**src/rtl/instr_fetch_unit.sv**
```systemverilog
// Instruction fetch unit: generates the PC, issues one handshaked imem request at a time,
// and presents whole instructions to IF/ID. It also handles stall and flush/redirect.
module instr_fetch_unit #(
    parameter logic [31:0] RESET_PC = 32'h0000_0000
) (
    input  logic        clk_i,
    input  logic        rst_i,
    input  logic        start_i,
    input  logic        stall_i,
    input  logic        flush_i,
    input  logic [31:0] target_i,
    output logic        imem_req_o,
    output logic [31:0] imem_addr_o,
    input  logic        imem_ready_i,
    input  logic        imem_rvalid_i,
    input  logic [31:0] imem_rdata_i,
    output logic [31:0] instr_o,
    output logic [31:0] pc_o,
    output logic        valid_o
);

    typedef enum logic [1:0] {
        IDLE = 2'd0,
        REQ  = 2'd1,
        WAIT = 2'd2,
        HOLD = 2'd3
    } state_t;

    state_t      state_reg;
    logic [31:0] pc_reg;
    logic        kill_reg;
    logic [31:0] instr_reg;
    logic [31:0] pc_out_reg;
    logic        valid_reg;

    // Request side depends only on registered state, never on imem_ready_i.
    assign imem_req_o  = (state_reg == REQ);
    assign imem_addr_o = pc_reg;
    assign instr_o     = instr_reg;
    assign pc_o        = pc_out_reg;
    assign valid_o     = valid_reg;

    always_ff @(posedge clk_i) begin
        if (rst_i) begin
            state_reg  <= IDLE;
            pc_reg     <= RESET_PC;
            kill_reg   <= 1'b0;
            instr_reg  <= 32'h0;
            pc_out_reg <= 32'h0;
            valid_reg  <= 1'b0;
        end else if (flush_i) begin
            pc_reg     <= target_i;
            instr_reg  <= 32'h0;
            pc_out_reg <= 32'h0;
            valid_reg  <= 1'b0;
            case (state_reg)
                IDLE: state_reg <= IDLE;
                REQ: begin
                    // An accepted old-address request still returns data; mark it for discard.
                    if (imem_ready_i) begin
                        kill_reg  <= 1'b1;
                        state_reg <= WAIT;
                    end
                end
                WAIT: begin
                    if (imem_rvalid_i) begin
                        kill_reg  <= 1'b0;
                        state_reg <= REQ;
                    end else begin
                        kill_reg  <= 1'b1;
                    end
                end
                HOLD: state_reg <= REQ;
                default: state_reg <= IDLE;
            endcase
        end else begin
            case (state_reg)
                IDLE: begin
                    if (start_i)
                        state_reg <= REQ;
                end
                REQ: begin
                    if (imem_ready_i)
                        state_reg <= WAIT;
                end
                WAIT: begin
                    if (imem_rvalid_i) begin
                        if (kill_reg) begin
                            kill_reg  <= 1'b0;
                            state_reg <= REQ;
                        end else begin
                            instr_reg  <= imem_rdata_i;
                            pc_out_reg <= pc_reg;
                            valid_reg  <= 1'b1;
                            pc_reg     <= pc_reg + 32'd4;
                            state_reg  <= HOLD;
                        end
                    end
                end
                HOLD: begin
                    if (!stall_i) begin
                        instr_reg  <= 32'h0;
                        pc_out_reg <= 32'h0;
                        valid_reg  <= 1'b0;
                        state_reg  <= REQ;
                    end
                end
                default: state_reg <= IDLE;
            endcase
        end
    end

endmodule

```
**config.mk**
```make
export PLATFORM = sky130hd
export DESIGN_NAME = instr_fetch_unit
export DESIGN_NICKNAME = d
export VERILOG_FILES = /design/src/rtl/instr_fetch_unit.sv
export SDC_FILE = /design/constraint.sdc
export NUM_CORES = 1
export LEC_CHECK = 0
export ABC_AREA = 1
export BUFFER_PORTS_ARGS = -buffer_cell sky130_fd_sc_hd__buf_2
export CORE_MARGIN = 2
export CORE_UTILIZATION = 25
export DETAILED_ROUTE_END_ITERATION = 8
export PLACE_DENSITY = 0.49
export SYNTH_ARGS = -nofsm -noshare
export SYNTH_HDL_FRONTEND = slang
export SYNTH_SLANG_ARGS = --single-unit
```
**constraint.sdc**
```tcl
create_clock -name clk_i -period 3.2 [get_ports clk_i]
set_input_delay 0.64 -clock clk_i [delete_from_list [all_inputs] [get_ports clk_i]]
set_output_delay 0.64 -clock clk_i [all_outputs]
set_load 0.1 [all_outputs]
```
==> Implementation_results.wiki, run 1 <==
{| class="wikitable"
! Metric !! Value
|-
| Status || finished clean
|-
| Max Cap Violations || 0
|-
| Placement-stage worst setup slack || about 0.84 ns
|-
| Post-route total power || roughly 3200 µW
|-
| Standard cell core area || ~0.019 mm²
|-
| Wire length of the first global-routing pass || about 24,000 µm
|-
| Delay-heaviest family, CP || simple AND/OR/NAND/NOR gates
|-
| Share of total power in sequential cells || 0.425
|-
| Cell types with the largest area share after synthesis || dfxtp_1 (43%), nand2_1 (19%), a21oi_1 (9.4%)
|-
| Required time of the critical path || 3.49 ns
|-
| FMAX || 0.465 GHz
|-
| Min Hold Slack || around 0.46 ns
|-
| Dominant cell type by count on the critical path || inv_1
|-
| Number of gates resized after CTS || 0
|-
| Worst-case register-to-register setup slack || 1.05 ns
|-
| CTS clock-pin slew for the worst setup and hold paths || about 0.070 ns
|-
| # port buffers || around 170
|-
| Buf/Inv on CP || 3
|-
| Number of optimization iterations in the first detailed-route pass || 4
|-
| CTS root buf || clkbuf_16
|-
| Initial antenna violation count || 0
|-
| Number of global-route vias before repair || around 4,400
|-
| Starting Density || 0.252
|-
| End point of the worst hold path || instr_o[27]
|-
| Cells on Worst Hold Path || 2
|-
| Startpoint of the most critical hold path || instr_o[27]
|-
| Crit Path Category || flip-flop to flip-flop
|-
| Count of warnings emitted by yosys || 0
|-
| Yosys reg bits || 100
|-
| Clock tree from TritonCTS || built
|-
| Layout overhead on the synthesized area || 27.9%
|-
| Cell chain of the critical path || inv_1, ha_1, nand2_1, nor2_8, nor2_4, inv_1, o21ai_0, inv_1, a21oi_1
|-
| Multi-input logic area || 0.00229 mm²
|-
| Cell with the most instances after synthesis || nand2_1
|-
| Overflow left after global routing || 0
|-
| Height of the die || 141 µm
|-
| Max rail drop VDD || approximately 0.21 mV
|-
| Filler cell count || approximately 2,100
|-
| Violation count after the first detailed-route iteration || 260
|-
| Maximum buffer depth of the clock tree || 2
|-
| Count of vias placed by the detailed router || roughly 4,700
|-
| Count of endpoints failing hold in the final timing report || 0
|-
| Source-to-sink clock delay at the later pin of the worst-skew pair || 0.35 ns
|-
| Type of destination of the critical path || flip-flop
|-
| Worst path slowest cell || dfxtp_1
|-
| Placer Congestion || around 0.77
|-
| Pwr/cell area || approximately 530 mW/mm²
|-
| Maximum cell stage delay along the critical path || roughly 0.42 ns
|-
| Arrival @ worst endpoint || 2.44 ns
|-
| Nature of the critical path startpoint || flip-flop
|-
| Maximum number of pins on one net before global-route repair || 66
|-
| Worst setup skew after layout || between 0.009 and 0.01 ns
|-
| Combinational fraction of design power || 0.208
|-
| Critical register-to-register path endpoint || imem_addr_o[20]
|-
| Placement row count || 50
|-
| Number of instances in the synthesized netlist || roughly 670
|-
| Final critical-path setup slack || approximately 1.0 ns
|-
| RSZ-0062 raised after global routing || no
|-
| Met2 Usage GRT || 0.246
|-
| Total length of routed wires || approximately 16,000 µm
|-
| Post-DP HPWL || around 11,000 µm
|-
| Clock Sink Count || 100
|-
| Static leakage || between 0.002 and 0.003 µW
|-
| Met3 track demand over resource in global routing || 0.0387
|-
| Number of max-slew violations in the final report || 0
|-
| Post-CTS setup-driven buffer insertion count || 0
|-
| Setup TNS || 0 ns
|-
| Residual antenna-violating net count after detailed routing || 0
|-
| Yosys top cell area share || 0.427
|-
| Horizontal die dimension || ~140 µm
|-
| Final number of setup-violating endpoints || 0
|-
| Crit path from || state_reg[0]
|-
| Max transition margin || 0.542
|-
| GRT Util Overall || 0.158
|-
| Met1 Usage GRT || 0.219
|-
| Post-Syn Nets || 745
|-
| DR DRC count || 0
|-
| Cell type with the largest total area after synthesis || dfxtp_1
|-
| P_sw || 1090 µW
|-
| Post-synth cell types || 33
|-
| Worst-Margin Slew || 0.687 ns
|-
| Reg-to-reg critical path startpoint || state_reg[0]
|-
| Hold_buf cts || 0
|-
| Synth Area per Inst || between 7 and 8 µm²
|-
| Antenna diodes || 0
|-
| TritonCTS buffer count || 9
|-
| Worst-case reg-to-reg path depth || 9
|-
| Switching part of the total || 0.343
|-
| Most congested layer reported by global routing || met2
|-
| Worst-path maximum fanout || 12
|-
| H-tree levels || 3
|-
| Via density per instance || between 4 and 5
|-
| Post-synth EDFFs || 0
|-
| Number of placed I/O pins || between 150 and 200
|-
| Relative contribution of the clock network to total power || 0.367
|-
| Die area || slightly below 0.02 mm²
|-
| Mean routed wirelength per cell || 14.7 µm
|-
| Synth Cell Area || roughly 0.0047 mm²
|-
| Layout cell share with drive strength beyond 1 || 0.257
|-
| Post-route minimum period || between 2 and 2.5 ns
|-
| Type of the worst min-delay path || flip-flop to flip-flop
|-
| Async set-or-reset flop fraction in the synthesized netlist || 0
|-
| Sequential-to-total area share from yosys stat || 0.427
|-
| Final period utilization || 0.672
|-
| Ranking of synthesized cells by instance count || nand2_1 (233), dfxtp_1 (100), a21oi_1 (88)
|-
| Sequential cell area || about 0.002 mm²
|-
| Cell depth of the worst setup path || 9
|-
| Most frequently used flop master after synthesis || dfxtp_1
|-
| Int Power || between 2000 and 2500 µW
|-
| Total number of nets in the final design || about 900
|}
==> cell type report <==
cell class,count,share of cell area
Multi-Input combinational cell,487,0.382
Sequential cell,100,0.334
Timing Repair Buffer,174,0.152
Tap cell,234,0.0488
Clock buffer,11,0.0421
Inverter,49,0.0317
Clock inverter,5,0.00960
==> placed cells by master, fill, tap and decap left out, types with 4 or more instances in the layout <==
master	instances
nand2_1	232
buf_2	168
dfxtp_1	100
a21oi_1	88
nor2_1	45
inv_1	44
nand3_1	42
o21ai_0	22
a31oi_1	11
clkbuf_16	9
xor2_1	6
ha_1	5
nand2_2	4
nor2_4	4
nor3_1	4
buf_4	4
==> power groups by stage <==
stage	clock network [µW]	logic, µW	registers (µW)
final	1160	657	1350
after global routing	1260	705	1360
after CTS	1210	665	1350
after detailed placement	0	664	1380
after global placement	0	665	1380
after floorplan	0	247	1640
==> worst register-to-register path: stages, from the launching register on <==
cell and delay [ns]:
dfxtp_1 0.42, inv_1 0.10, ha_1 0.25, nand2_1 0.20
nor2_8 0.09, nor2_4 0.30, inv_1 0.30, o21ai_0 0.25
inv_1 0.06, a21oi_1 0.12
==> worst max-delay path by stage <==
| stage | end | slack (ns) |
|---|---|---|
| detailed placement | instr_o[29] | 0.84 |
| CTS | imem_addr_o[20] | 1.06 |
| finish | imem_addr_o[20] | 1.05 |
| global placement | instr_o[18] | 0.90 |
| global route | imem_addr_o[20] | 0.83 |
| floorplan | imem_addr_o[24] | 0.96 |
==> layer usage <==
layer / wire length, µm / part of all wire
met5: 0 / 0
met4: 177 / 0.011
met3: 826 / 0.053
met2: 6990 / 0.45
met1: 7630 / 0.49
==> cells by family after synthesis <==
logic type                 after synthesis  share of synthesized area
AOI/OAI and AO/OA                      133                      0.153
buffers and inverters                   82                     0.0848
adders and majority gates                5                     0.0133
DFF                                    100                      0.427
xor gates and xnor gates                 9                     0.0168
and+or+nand+nor                        340                      0.305
==> stage by stage <==
step | util | instances | instance area, µm²
global route | 0.323 | 1060 | 6000
detailed placement | 0.306 | 1044 | 5690
finish | 0.323 | 1060 | 6000
CTS | 0.323 | 1060 | 6000
global placement | 0.306 | 1044 | 5690
floorplan | - | 669 | 4690
Power figures use the tool's default switching activity.
==> run 2: changes to the inputs <==
- clock period: 3.2 -> 2.21 ns (I/O delays scaled with it)
==> Implementation_results.wiki, run 2 (same netlist as run 1, synthesis figures left out) <==
{| class="wikitable"
! Metric !! Value
|-
| Status || finished clean
|-
| CTS clock-pin slew for the worst setup and hold paths || 0.07 ns (about the same)
|-
| Setup TNS || 0 ns (unchanged)
|-
| DR DRC count || 0 (unchanged)
|-
| Residual antenna-violating net count after detailed routing || 0 (unchanged)
|-
| Post-route minimum period || between 1.5 and 2 ns
|-
| Number of global-route vias before repair || 4,534 (+2.5%)
|-
| Number of gates resized after CTS || 0 (unchanged)
|-
| Met1 Usage GRT || 0.225 (+0.00616)
|-
| Overflow left after global routing || 0 (unchanged)
|-
| GRT Util Overall || 0.161 (+0.00340)
|-
| Multi-input logic area || 0.00229 mm² (unchanged)
|-
| # port buffers || 168 (unchanged)
|-
| Worst-case reg-to-reg path depth || 9 (unchanged)
|-
| Final Instance Count excl. Fillers || 1,070 (+0.94%)
|-
| Horizontal die dimension || 141 µm (unchanged)
|-
| Worst path slowest cell || buf_2
|-
| Placer Congestion || 0.823 (+7.1%)
|-
| Worst-path maximum fanout || 5 (-7)
|-
| Startpoint of the most critical hold path || target_i[1]
|-
| CTS root buf || clkbuf_16
|-
| Commonest cells after routing, fill and taps aside || nand2_1 (232), buf_2 (168), dfxtp_1 (98), a21oi_1 (88), nor2_1 (45)
|-
| Height of the die || 141 µm (unchanged)
|-
| Total length of routed wires || 15,800 µm (+1.1%)
|-
| Filler cell count || 2,078 (-0.62%)
|-
| Pwr/cell area || 754 mW/mm² (+43%)
|-
| Number of optimization iterations in the first detailed-route pass || 7 (+3)
|-
| Static leakage || 0.00263 µW (+2.2%)
|-
| Clock Sink Count || 100 (unchanged)
|-
| Maximum cell stage delay along the critical path || 0.45 ns (+0.03 ns)
|-
| FMAX || 0.530 GHz
|-
| Via density per instance || 4.41 (-1.6%)
|-
| Max transition margin || 0.649 (+0.107)
|-
| Violation count after the first detailed-route iteration || 241 (-7.3%)
|-
| Leading cell type in the layout, fill and taps excluded || nand2_1
|-
| Worst-Margin Slew || 0.531 ns (-0.157 ns)
|-
| H-tree levels || 3 (unchanged)
|-
| Count of endpoints failing hold in the final timing report || 0 (unchanged)
|-
| Hold_buf cts || 0 (unchanged)
|-
| Layout overhead on the synthesized area || 30.1%
|-
| Critical register-to-register path endpoint || pc_o[17]
|-
| Crit Path Category || flip-flop to primary output
|-
| Source-to-sink clock delay at the later pin of the worst-skew pair || 0.36 ns (about the same)
|-
| Type of the worst min-delay path || primary input to flip-flop
|-
| Cells on Worst Hold Path || 3 (+1)
|-
| Antenna diodes || 0 (unchanged)
|-
| Type of destination of the critical path || primary output
|-
| Max rail drop VDD || 0.329 mV (+56%)
|-
| Sequential cell area || 0.00200 mm² (+0.12%)
|-
| Mean routed wirelength per cell || 14.8 µm (+0.15%)
|-
| Total number of nets in the final design || 908 (+1.2%)
|-
| Final period utilization || 0.853
|-
| RSZ-0062 raised after global routing || no
|-
| Reg-to-reg critical path startpoint || state_reg[0]
|-
| Standard cell core area || 0.0186 mm² (unchanged)
|-
| Post-CTS setup-driven buffer insertion count || 0 (unchanged)
|-
| Worst setup skew after layout || 0.00924 ns (+0.000158 ns)
|-
| Met3 track demand over resource in global routing || 0.0285 (-0.0102)
|-
| Initial antenna violation count || 0 (unchanged)
|-
| Final number of setup-violating endpoints || 0 (unchanged)
|-
| Starting Density || 0.252 (unchanged)
|-
| Number of max-slew violations in the final report || 0 (unchanged)
|-
| End point of the worst hold path || imem_addr_o[1]
|-
| Nature of the critical path startpoint || flip-flop
|-
| Layout cell share with drive strength beyond 1 || 0.266 (+0.00889)
|-
| TritonCTS buffer count || 9 (unchanged)
|-
| Most congested layer reported by global routing || met2
|-
| Maximum buffer depth of the clock tree || 2 (unchanged)
|-
| Worst-case register-to-register setup slack || 0.34 ns (-0.71 ns)
|-
| Required time of the critical path || 1.77 ns (-1.72 ns)
|-
| Number of placed I/O pins || 169 (unchanged)
|-
| Post-DP HPWL || 11,600 µm (+5.1%)
|-
| Max Cap Violations || 0 (unchanged)
|-
| Maximum number of pins on one net before global-route repair || 39 (-41%)
|-
| Wire length of the first global-routing pass || 24,900 µm (+2.2%)
|-
| Count of vias placed by the detailed router || 4,714 (-0.67%)
|-
| Met2 Usage GRT || 0.248 (+0.00180)
|-
| Placement row count || 50 (unchanged)
|-
| Number of placed instances, taps included || 1,055 (+1.1%)
|-
| Clock tree from TritonCTS || built
|-
| Cell chain of the critical path || inv_1, ha_1, buf_2
|-
| Arrival @ worst endpoint || 1.44 ns (-1.00 ns)
|-
| Die area || 0.0199 mm² (unchanged)
|}
-- run 2: worst max path at each step --
| stage | start | endpoint | slack (ns) |
|---|---|---|---|
| finish | state_reg[1] | imem_req_o | 0.32 |
| floorplan | imem_addr_o[18] | imem_addr_o[31] | 0.09 |
| global route | state_reg[0] | instr_o[11] | 0.14 |
| global placement | state_reg[0] | instr_o[13] | 0.38 |
| CTS | state_reg[1] | imem_req_o | 0.30 |
| detailed placement | state_reg[0] | instr_o[13] | 0.35 |
-- run 2: layout make-up --
cell class | count | area share
repair buffers | 185 | 0.167
clock inverters | 1 | 0.00492
inverters | 49 | 0.0312
multi-input cells | 487 | 0.376
well taps | 234 | 0.0480
clock buffers | 14 | 0.0449
flip-flops and latches | 100 | 0.328
-- run 2: routing by layer --
metal	vias to the layer above	part of all wire	routed length [µm]
met2	133	0.44	6900
met4	0	0.018	290
li1	2482	-	-
met5	-	0	0
met1	2083	0.50	7880
met3	16	0.046	728
-- run 2: worst max-delay path: cells and delay by family, from the launching register on --
family	cells	cell delay (ns)
buffers and inverters	2	0.54
adder cells (fa/ha/maj)	1	0.21
flip-flops	1	0.35
-- run 2: power by group --
group / internal [µW] / switching [µW]
sequential: 1870 / 78.0
combinational: 230 / 765
clock: 967 / 698
total: 3060 / 1540
-- run 2: per-stage QoR --
| stage | hold slack, ns | power (µW) | worst slack [ns] | util | instance area, µm² |
|---|---|---|---|---|---|
| finish | 0.312 | 4600 | 0.324 | 0.328 | 6100 |
| floorplan | 0.548 | 2730 | 0.0898 | - | 4690 |
| CTS | 0.303 | 4680 | 0.297 | 0.328 | 6100 |
| detailed placement | 0.451 | 2990 | 0.352 | 0.312 | 5800 |
| global route | 0.326 | 4800 | 0.140 | 0.328 | 6100 |
| global placement | 0.450 | 2990 | 0.378 | 0.312 | 5800 |
